$ cat src/rtl/lsu_mem_master.sv
// rtl/lsu_mem_master.sv - single-outstanding load/store master for a single-cycle RAM data port
// Optional feature macro: LSU_PERF_EN adds perf_ld_cnt / perf_st_cnt access counters.
module lsu_mem_master #(
    parameter int          XLEN     = 64,
    parameter logic [63:0] PC_START = 64'h8000_0000
) (
    input  logic            clk,
    input  logic            rst_n,
    input  logic            req_valid,
    output logic            req_ready,
    input  logic            req_wen,
    input  logic [1:0]      req_size,
    input  logic            req_signed,
    input  logic [XLEN-1:0] req_addr,
    input  logic [XLEN-1:0] req_wdata,
    output logic            resp_valid,
    input  logic            resp_ready,
    output logic [XLEN-1:0] resp_rdata,
    output logic            resp_misalign,
    output logic            resp_fault,
    output logic            mem_rd_ena,
    output logic            mem_wr_ena,
    output logic [7:0]      byte_enable,
    output logic [XLEN-1:0] mem_addr,
    output logic [XLEN-1:0] mem_wr_data,
    input  logic [XLEN-1:0] mem_rd_data
`ifdef LSU_PERF_EN
    ,
    output logic [31:0]     perf_ld_cnt,
    output logic [31:0]     perf_st_cnt
`endif
);

    typedef enum logic [1:0] {S_IDLE, S_ACCESS, S_RESP} state_t;

    state_t            r_state;
    state_t            w_next;
    logic              r_wen;
    logic [1:0]        r_size;
    logic              r_signed;
    logic [XLEN-1:0]   r_addr;
    logic [XLEN-1:0]   r_wdata;
    logic [XLEN-1:0]   r_rdata;
    logic              r_misalign;
    logic              r_fault;

    logic              w_req_misalign;
    logic              w_req_fault;
    logic              w_access;
    logic [7:0]        w_size_mask;
    logic [XLEN-1:0]   w_shifted;
    logic [XLEN-1:0]   w_load_ext;

    always_comb begin
        w_req_misalign = 1'b0;
        case (req_size)
            2'd1:    w_req_misalign = req_addr[0];
            2'd2:    w_req_misalign = |req_addr[1:0];
            2'd3:    w_req_misalign = |req_addr[2:0];
            default: w_req_misalign = 1'b0;
        endcase
    end

    assign w_req_fault = (req_addr < PC_START);

    always_comb begin
        w_next = r_state;
        case (r_state)
            S_IDLE:   if (req_valid) w_next = (w_req_misalign || w_req_fault) ? S_RESP : S_ACCESS;
            S_ACCESS: w_next = S_RESP;
            S_RESP:   if (resp_ready) w_next = S_IDLE;
            default:  w_next = S_IDLE;
        endcase
    end

    // Gating with rst_n makes the RAM enables drop the instant reset asserts,
    // so a store caught in ACCESS is never committed on the following edge.
    assign w_access  = rst_n && (r_state == S_ACCESS);
    assign req_ready = rst_n && (r_state == S_IDLE);
    assign resp_valid = (r_state == S_RESP);

    always_comb begin
        w_size_mask = 8'h00;
        case (r_size)
            2'd0:    w_size_mask = 8'h01;
            2'd1:    w_size_mask = 8'h03;
            2'd2:    w_size_mask = 8'h0F;
            default: w_size_mask = 8'hFF;
        endcase
    end

    assign mem_rd_ena  = w_access && !r_wen;
    assign mem_wr_ena  = w_access && r_wen;
    assign byte_enable = w_access ? (w_size_mask << r_addr[2:0]) : 8'h00;
    assign mem_addr    = w_access ? {r_addr[XLEN-1:3], 3'b000} : '0;
    assign mem_wr_data = w_access ? (r_wdata << {r_addr[2:0], 3'b000}) : '0;

    assign w_shifted = mem_rd_data >> {r_addr[2:0], 3'b000};

    always_comb begin
        w_load_ext = '0;
        case (r_size)
            2'd0:    w_load_ext = {{56{r_signed & w_shifted[7]}},  w_shifted[7:0]};
            2'd1:    w_load_ext = {{48{r_signed & w_shifted[15]}}, w_shifted[15:0]};
            2'd2:    w_load_ext = {{32{r_signed & w_shifted[31]}}, w_shifted[31:0]};
            default: w_load_ext = w_shifted;
        endcase
    end

    always_ff @(posedge clk or negedge rst_n) begin
        if (!rst_n) begin
            r_state    <= S_IDLE;
            r_wen      <= 1'b0;
            r_size     <= 2'd0;
            r_signed   <= 1'b0;
            r_addr     <= '0;
            r_wdata    <= '0;
            r_rdata    <= '0;
            r_misalign <= 1'b0;
            r_fault    <= 1'b0;
        end else begin
            r_state <= w_next;
            if (r_state == S_IDLE && req_valid) begin
                r_wen      <= req_wen;
                r_size     <= req_size;
                r_signed   <= req_signed;
                r_addr     <= req_addr;
                r_wdata    <= req_wdata;
                r_rdata    <= '0;
                r_misalign <= w_req_misalign;
                r_fault    <= w_req_fault;
            end
            if (r_state == S_ACCESS && !r_wen) begin
                r_rdata <= w_load_ext;
            end
        end
    end

    assign resp_rdata    = r_rdata;
    assign resp_misalign = r_misalign;
    assign resp_fault    = r_fault;

`ifdef LSU_PERF_EN
    logic [31:0] r_perf_ld_cnt;
    logic [31:0] r_perf_st_cnt;

    always_ff @(posedge clk or negedge rst_n) begin
        if (!rst_n) begin
            r_perf_ld_cnt <= 32'd0;
            r_perf_st_cnt <= 32'd0;
        end else if (r_state == S_ACCESS) begin
            if (r_wen) r_perf_st_cnt <= r_perf_st_cnt + 32'd1;
            else       r_perf_ld_cnt <= r_perf_ld_cnt + 32'd1;
        end
    end

    assign perf_ld_cnt = r_perf_ld_cnt;
    assign perf_st_cnt = r_perf_st_cnt;
`endif

endmodule

$ cat config.mk
export PLATFORM = sky130hd
export DESIGN_NAME = lsu_mem_master
export DESIGN_NICKNAME = d
export VERILOG_FILES = /design/src/rtl/lsu_mem_master.sv
export SDC_FILE = /design/constraint.sdc
export NUM_CORES = 1
export LEC_CHECK = 0
export CAP_MARGIN = 20
export CORE_ASPECT_RATIO = 1.4
export CORE_MARGIN = 2
export CORE_UTILIZATION = 30
export CTS_CLUSTER_DIAMETER = 80
export CTS_CLUSTER_SIZE = 28
export DETAILED_ROUTE_END_ITERATION = 7
export GPL_TIMING_DRIVEN = 0
export SLEW_MARGIN = 10
export SYNTH_ARGS = -nofsm -noshare
export SYNTH_HDL_FRONTEND = slang
export SYNTH_SLANG_ARGS = --single-unit
$ cat constraint.sdc
create_clock -name clk -period 3.5 [get_ports clk]
set_clock_uncertainty 0.2 [all_clocks]
set_input_delay 0.7 -clock clk [delete_from_list [all_inputs] [get_ports clk]]
set_output_delay 0.7 -clock clk [all_outputs]
set_load 0.1 [all_outputs]
==> flow_summary.toml, run 1 <==
[yosys]
synth_compound_area_share_pct = 12.5
syn-cell-area_sq_um = 11800
ys_seq_elements = 200
synth.distinct_cells = 47
synthArstFlopShare_pct = 100
synthCells = 1139
ys.flop_type = "dfrtp_1"
synthSimpleGateAreaFrac_pct = 13.1
synth_xor_xnor_area_share_pct = 0
synth_top_family_by_area = "multiplexers"
synth-edff-count = 0
yosys_warnings = 0
seq_area_frac_synth_pct = 42.6
syn_avg_cell_area_sq_um = 10.3
synth_mux_area_share_pct = 27.6
synth_adder_area_share_pct = 0

[cells_and_area]
nets = 1762
final_cells = 2099
final_layout_size_suffix_gt1_share_pct = 31.4
design_area_sq_um = 17900
syn_to_final_growth_pct = 52.0
fill_cells = 3702
fin_util_pct = 46.3

[route]
via_count = 11342
drt_drc_violations_left = 0
wl_microns = 53400
ant_nets = 0
drt_first_pass_iters = 5
wire_per_inst_microns = 25.4
drt_first_iter_violations = 781
vias_per_cell = 5.40

[timing]
tightestPinTransition_ns = 1.18
maxSlewViolCount = 0
setup_viol = 0
fmaxAchievable_mhz = 286
slew_headroom_pct = 20.9
finalCritPeriodShare_pct = 99.7
finalSetupTns_ns = 0
rsz0062_at_grt = "yes"
finalHoldViolations = 0
final.setup.worst_slack_ns = 0.00915
min_period_ns = 3.49
hold_ws_ns = 0.0373

[placement]
place_congestion = 0.932
io_buffers = 402
numPlacedInstances = 2066
detailedPlace.worstSlack_ns = -2.00
placedInstanceArea_sq_um = 16700
dp.final_hpwl_microns = 41600

[power]
p_leak_nw = 7.58
total_power_mw = 13.4
power.density_nw_per_um2 = 748
vdd_ir_drop_max_mv = 0.318

[die]
initial_core_util_pct = 30.4
io_pins = 406
die_w_microns = 171
die_y_microns = 238
coreArea_sq_um = 38600
dieArea_sq_um = 40800
num_rows = 85

[critical_path]
r2r_setup_slack_ns = 0.43
crit_type = "register to output pin"
critPathSlowestCell = "dfrtp_1"
critPathLaunchType = "register"
crit_path_end_kind = "output pin"
crit_required_ns = 2.60
cp_max_fo = 10
r2r_cells = 5
timing.rr.end = "r_wdata[0]"
cp_slowest_stage_delay_ns = 0.38
crit_chain = "buf_6 > buf_8 > buf_8 > buf_4 > mux2i_1 > mux2i_1 > nor2_1 > buf_6"
startpoint = "r_addr[1]"
r2r_start = "r_state[1]"
crit_arrival_ns = 2.59
crit_path_end = "mem_wr_data[58]"

[clock_tree]
worstSkewPairLatency_ns = 0.46
htreeDepth = 4
cts_root_buffer = "clkbuf_16"
cts_buffers = 17
cts_buffer_depth = 2
cts.sinks = 200
cts_tree = "yes"
clkTransAtPathRegs_ns = 0.08

[grt]
grt_usage_pct = 25.8
overflow = 0
grt_start_max_net_pins = 53
antenna_found_initial = 11
grt_pass1_vias = 11787
grt_pass1_wl_microns = 77100

[min_path]
hold_class = "primary input to async pin"

[run]
drv_cap = 0

[run_status]
status = "complete, no violations"
[layout make-up]
cell class                 instances  area (sq um)  share of cell area [%]
multi-input combinational        827          6670                    37.3
sequential                       200          5010                    28.0
timing repair buffer             408          4260                    23.9
buffer                           105           664                    3.72
tap                              522           653                    3.66
clock buffer                      18           429                    2.40
clock inverter                    13           163                   0.910
inverter                           3          12.5                  0.0700
antenna                            3          7.51                  0.0420
[layout by cell type, fill, tap and decap left out, types with 12 or more instances in the layout]
cell type and count:
a211oi_1 21, a21oi_1 58, a221o_1 23, and3_1 79, buf_12 14, buf_2 23
buf_4 30, buf_6 41, clkbuf_1 50, clkbuf_16 17, clkbuf_2 13, clkdlybuf4s15_2 40
clkdlybuf4s18_2 12, clkdlybuf4s50_1 265, dfrtp_1 199, mux2_2 165, mux2i_1 83, mux4_2 17
nand2_1 76, nor2_1 56, nor2_2 29, nor2b_1 13, o21ai_0 30, o21ai_1 28
o21ai_2 12, o31ai_1 16
[where the power goes]
part	switching, mW	internal (mW)	leakage [nW]
combinational	4.74	2.80	4.83
clock	1.07	1.02	0.282
sequential	0.708	3.03	2.47
[synthesized netlist by cell type (8+ instances only)]
| cell type | count | area [sq um] |
|---|---|---|
| a21oi_1 | 58 | 290 |
| and2_1 | 19 | 119 |
| dfrtp_1 | 200 | 5000 |
| a221o_1 | 23 | 230 |
| a211oi_1 | 25 | 188 |
| clkbuf_1 | 76 | 285 |
| o22ai_1 | 8 | 50.1 |
| mux4_2 | 17 | 383 |
| mux2_2 | 165 | 1860 |
| o22a_1 | 8 | 70.1 |
| o21ai_1 | 25 | 125 |
| nor2b_1 | 15 | 93.8 |
| and3_1 | 79 | 494 |
| mux2i_1 | 98 | 981 |
| nor2_1 | 91 | 342 |
| buf_2 | 17 | 85.1 |
| nand2b_1 | 10 | 62.6 |
| nand2_1 | 77 | 289 |
| buf_1 | 10 | 37.5 |
| o31ai_1 | 16 | 120 |
| o21ai_0 | 45 | 225 |
[kinds of logic (layout without fill, tap and decap cells)]
group	count (synthesis)	count (layout)
other	1	6
muxes	282	282
AOI/OAI and AO/OA	228	228
DFF	200	200
and+or+nand+nor	314	314
buffers and inverters	114	547
[worst max-delay path, delay by kind of cell (launching register included)]
kind	cells	cell delay, ns
DFF	1	0.38
muxes	2	0.52
buffers and inverters	5	1.05
and+or+nand+nor	1	0.17
[flip-flops by register name, summed over array words and instances (netlist names)]
signal,cells
r_addr,64
r_signed,1
r_size,2
r_state,2
r_wdata,64
r_wen,1
resp_fault,1
resp_misalign,1
resp_rdata,64
[worst min-delay path by stage]
| stage | cells past startpoint | to | slack (ns) | start |
|---|---|---|---|---|
| 6_report | 1 | r_addr[33] | 0.04 | rst_n |
| 5_1_grt | 1 | r_addr[30] | 0.03 | rst_n |
| 4_1_cts | 1 | r_addr[30] | 0.02 | rst_n |
| 3_5_place_dp | 2 | resp_rdata[50] | 0.27 | resp_rdata[50] |
| 3_3_place_gp | 2 | resp_rdata[57] | 0.26 | resp_rdata[57] |
| 2_1_floorplan | 0 | r_addr[0] | 0.20 | rst_n |
[per-layer routing]
metal / up-vias / share of wire [%] / global-route usage [%]
met1: 5700 / 38 / 30.6
met5: - / 0.14 / 0
met4: 12 / 4.3 / 11.1
li1: 4997 / - / -
met3: 118 / 5.8 / 4.36
met2: 515 / 51 / 45.6
[repair_timing]
item                                   in CTS  in global routing
setup endpoints to repair                 136                 50
pin swaps                                   2                  5
buffers inserted                            2                  0
hold buffers                                1                  0
endpoints found under the hold margin      48                  0
resized for setup                         781                 74
cloned                                      2                  0
(Power assumes the default switching activity.)
==> inputs of run 2 (changes only) <==
PLACE_DENSITY_LB_ADDON = 0.08   (was unset)
==> run 2 against run 1 <==
Final cell count up 0.29%. Worst setup slack better by 0.046 ns. Combinational power down 2%. Maximum frequency up 1.3%. Register-to-register slack better by 0.26 ns. Critical endpoint is now mem_wr_data[59]. Highest routed layer unchanged.
==> flow_summary.toml, run 2 (synthesis results as in run 1) <==
[run_status]
status = "complete, no violations"

[timing]
maxSlewViolCount = 0
rsz0062_at_grt = "yes"
slew_headroom_pct = 27.8
min_period_ns = 3.45
setup_viol = 0
hold_ws_ns = 0.0185
final.setup.worst_slack_ns = 0.0548
finalCritPeriodShare_pct = 98.4
finalHoldViolations = 0
tightestPinTransition_ns = 1.07
finalSetupTns_ns = 0
fmaxAchievable_mhz = 290

[grt]
busiest_layer = "met2"
grt_pass1_vias = 11613
grt_start_max_net_pins = 52
grt_usage_pct = 25.9
grt_use_met1_pct = 30.9
grt_pass1_wl_microns = 76700
grt_use_met2_pct = 45.1
met3_usage_pct = 4.58
antenna_found_initial = 4
overflow = 0

[power]
power.density_nw_per_um2 = 732
sw_frac_of_total_pct = 47.9
p_leak_nw = 7.60
clkPwrFrac_pct = 15.8
vdd_ir_drop_max_mv = 0.292
seqPwrFrac_pct = 27.8
intPower_mw = 6.81
p_sw_mw = 6.26
combPwrFrac_pct = 56.5

[clock_tree]
htreeDepth = 4
cts_buffer_depth = 2
worstSkewPairLatency_ns = 0.46
cts_buffers = 17
cts.sinks = 200
cts_root_buffer = "clkbuf_16"
cts_tree = "yes"
clkTransAtPathRegs_ns = 0.08

[placement]
detailedPlace.worstSlack_ns = -2.27
io_buffers = 402
dp.final_hpwl_microns = 40400
numPlacedInstances = 2067
place_congestion = 0.955

[critical_path]
startpoint = "r_addr[1]"
timing.rr.end = "r_wdata[61]"
crit_required_ns = 2.60
r2r_setup_slack_ns = 0.69
r2r_cells = 5
crit_type = "register to output pin"
cp_max_fo = 10
r2r_start = "r_state[1]"
crit_arrival_ns = 2.55
crit_path_end_kind = "output pin"
critPathLaunchType = "register"
crit_path_end = "mem_wr_data[59]"

[die]
die_y_microns = 238
io_pins = 406
die_w_microns = 171
dieArea_sq_um = 40800
num_rows = 85
initial_core_util_pct = 30.4
coreArea_sq_um = 38600

[route]
drt_first_pass_iters = 5
drt_first_iter_violations = 638
ant_nets = 0
wire_per_inst_microns = 25.1
drt_drc_violations_left = 0
wl_microns = 52900
vias_per_cell = 5.27
via_count = 11093

[run]
drv_cap = 0

[cells_and_area]
syn_to_final_growth_pct = 52.0
final_layout_size_suffix_gt1_share_pct = 31.0
nets = 1768
final_cell_mix = "clkdlybuf4s50_1 (265), dfrtp_1 (200), mux2_2 (165)"
fin_util_pct = 46.3
fill_cells = 3753
layout.cells.most_common = "clkdlybuf4s50_1"
final_cells = 2105

[min_path]
hold_class = "primary input to async pin"
## run 2: changes by cell type in the layout (fill, tap and decap cells not counted), moves of 4 or more
cell             delta
buf_2              -13
nor2_2              +6
buf_6               -4
clkdlybuf4s15_2    +15
buf_12              -6
mux2i_4             -6
buf_8               +4
nor2_4              -4
o21ai_0             +5
buf_4               +8
clkbuf_4            +4
mux2i_1             +7
## run 2: worst max-delay path, cell delays in order, from the launching register on
cell     delay [ns]
dfrtp_1        0.37
buf_6          0.16
buf_8          0.19
buf_12         0.18
buf_8          0.19
buf_8          0.19
mux2i_2        0.29
mux2i_1        0.15
nor2_4         0.12
buf_6          0.23
## run 2: repair_timing
item | 4_1_cts | 5_1_grt
pin swaps | 5 | 4
buffers inserted | 5 | 1
cloned | 4 | 0
gates resized for setup | 735 | 45
hold buffers | 1 | 0
setup endpoints to repair | 136 | 63
hold endpoints to repair | 2 | 0
## run 2: cell type report
| type | instances | area (sq um) | share of cell area (%) |
|---|---|---|---|
| Clock inverter | 11 | 133 | 0.742 |
| Multi-Input combinational cell | 827 | 6550 | 36.7 |
| Buffer | 104 | 678 | 3.79 |
| Timing Repair Buffer | 415 | 4370 | 24.5 |
| Sequential cell | 200 | 5000 | 28.0 |
| Inverter | 3 | 12.5 | 0.0700 |
| Clock buffer | 20 | 457 | 2.56 |
| Antenna cell | 3 | 7.51 | 0.0420 |
| Tap cell | 522 | 653 | 3.65 |
## run 2: worst min-delay path by stage
stage,from,endpoint,depth (start not counted)
CTS,rst_n,r_wdata[7],2
floorplan,rst_n,r_addr[0],0
global route,rst_n,r_wdata[37],2
finish,rst_n,r_wdata[54],2
global placement,resp_rdata[55],resp_rdata[55],2
detailed placement,resp_rdata[53],resp_rdata[53],2
## run 2: per-stage QoR
stage                     power, mW  cell area (sq um)
after floorplan                8.45              12000
after global placement         10.6              16600
after detailed placement       10.7              16700
after CTS                      13.0              17700
after global routing           13.7              17900
final                          13.1              17900
## run 2: per-layer routing
layer  share of wire (%)  vias up
met2                  51      473
met5               0.030        -
met1                  39     5520
li1                    -     5003
met3                 5.6       95
met4                 4.3        2
## run 2: power groups by stage
stage          Combinational [mW]  Clock [mW]  Sequential, mW
6_report                     7.38        2.06            3.63
5_1_grt                      7.75        2.20            3.71
4_1_cts                      7.27        2.11            3.61
3_5_place_dp                 7.05           0            3.63
3_3_place_gp                 6.99           0            3.61
2_1_floorplan                3.98           0            4.48
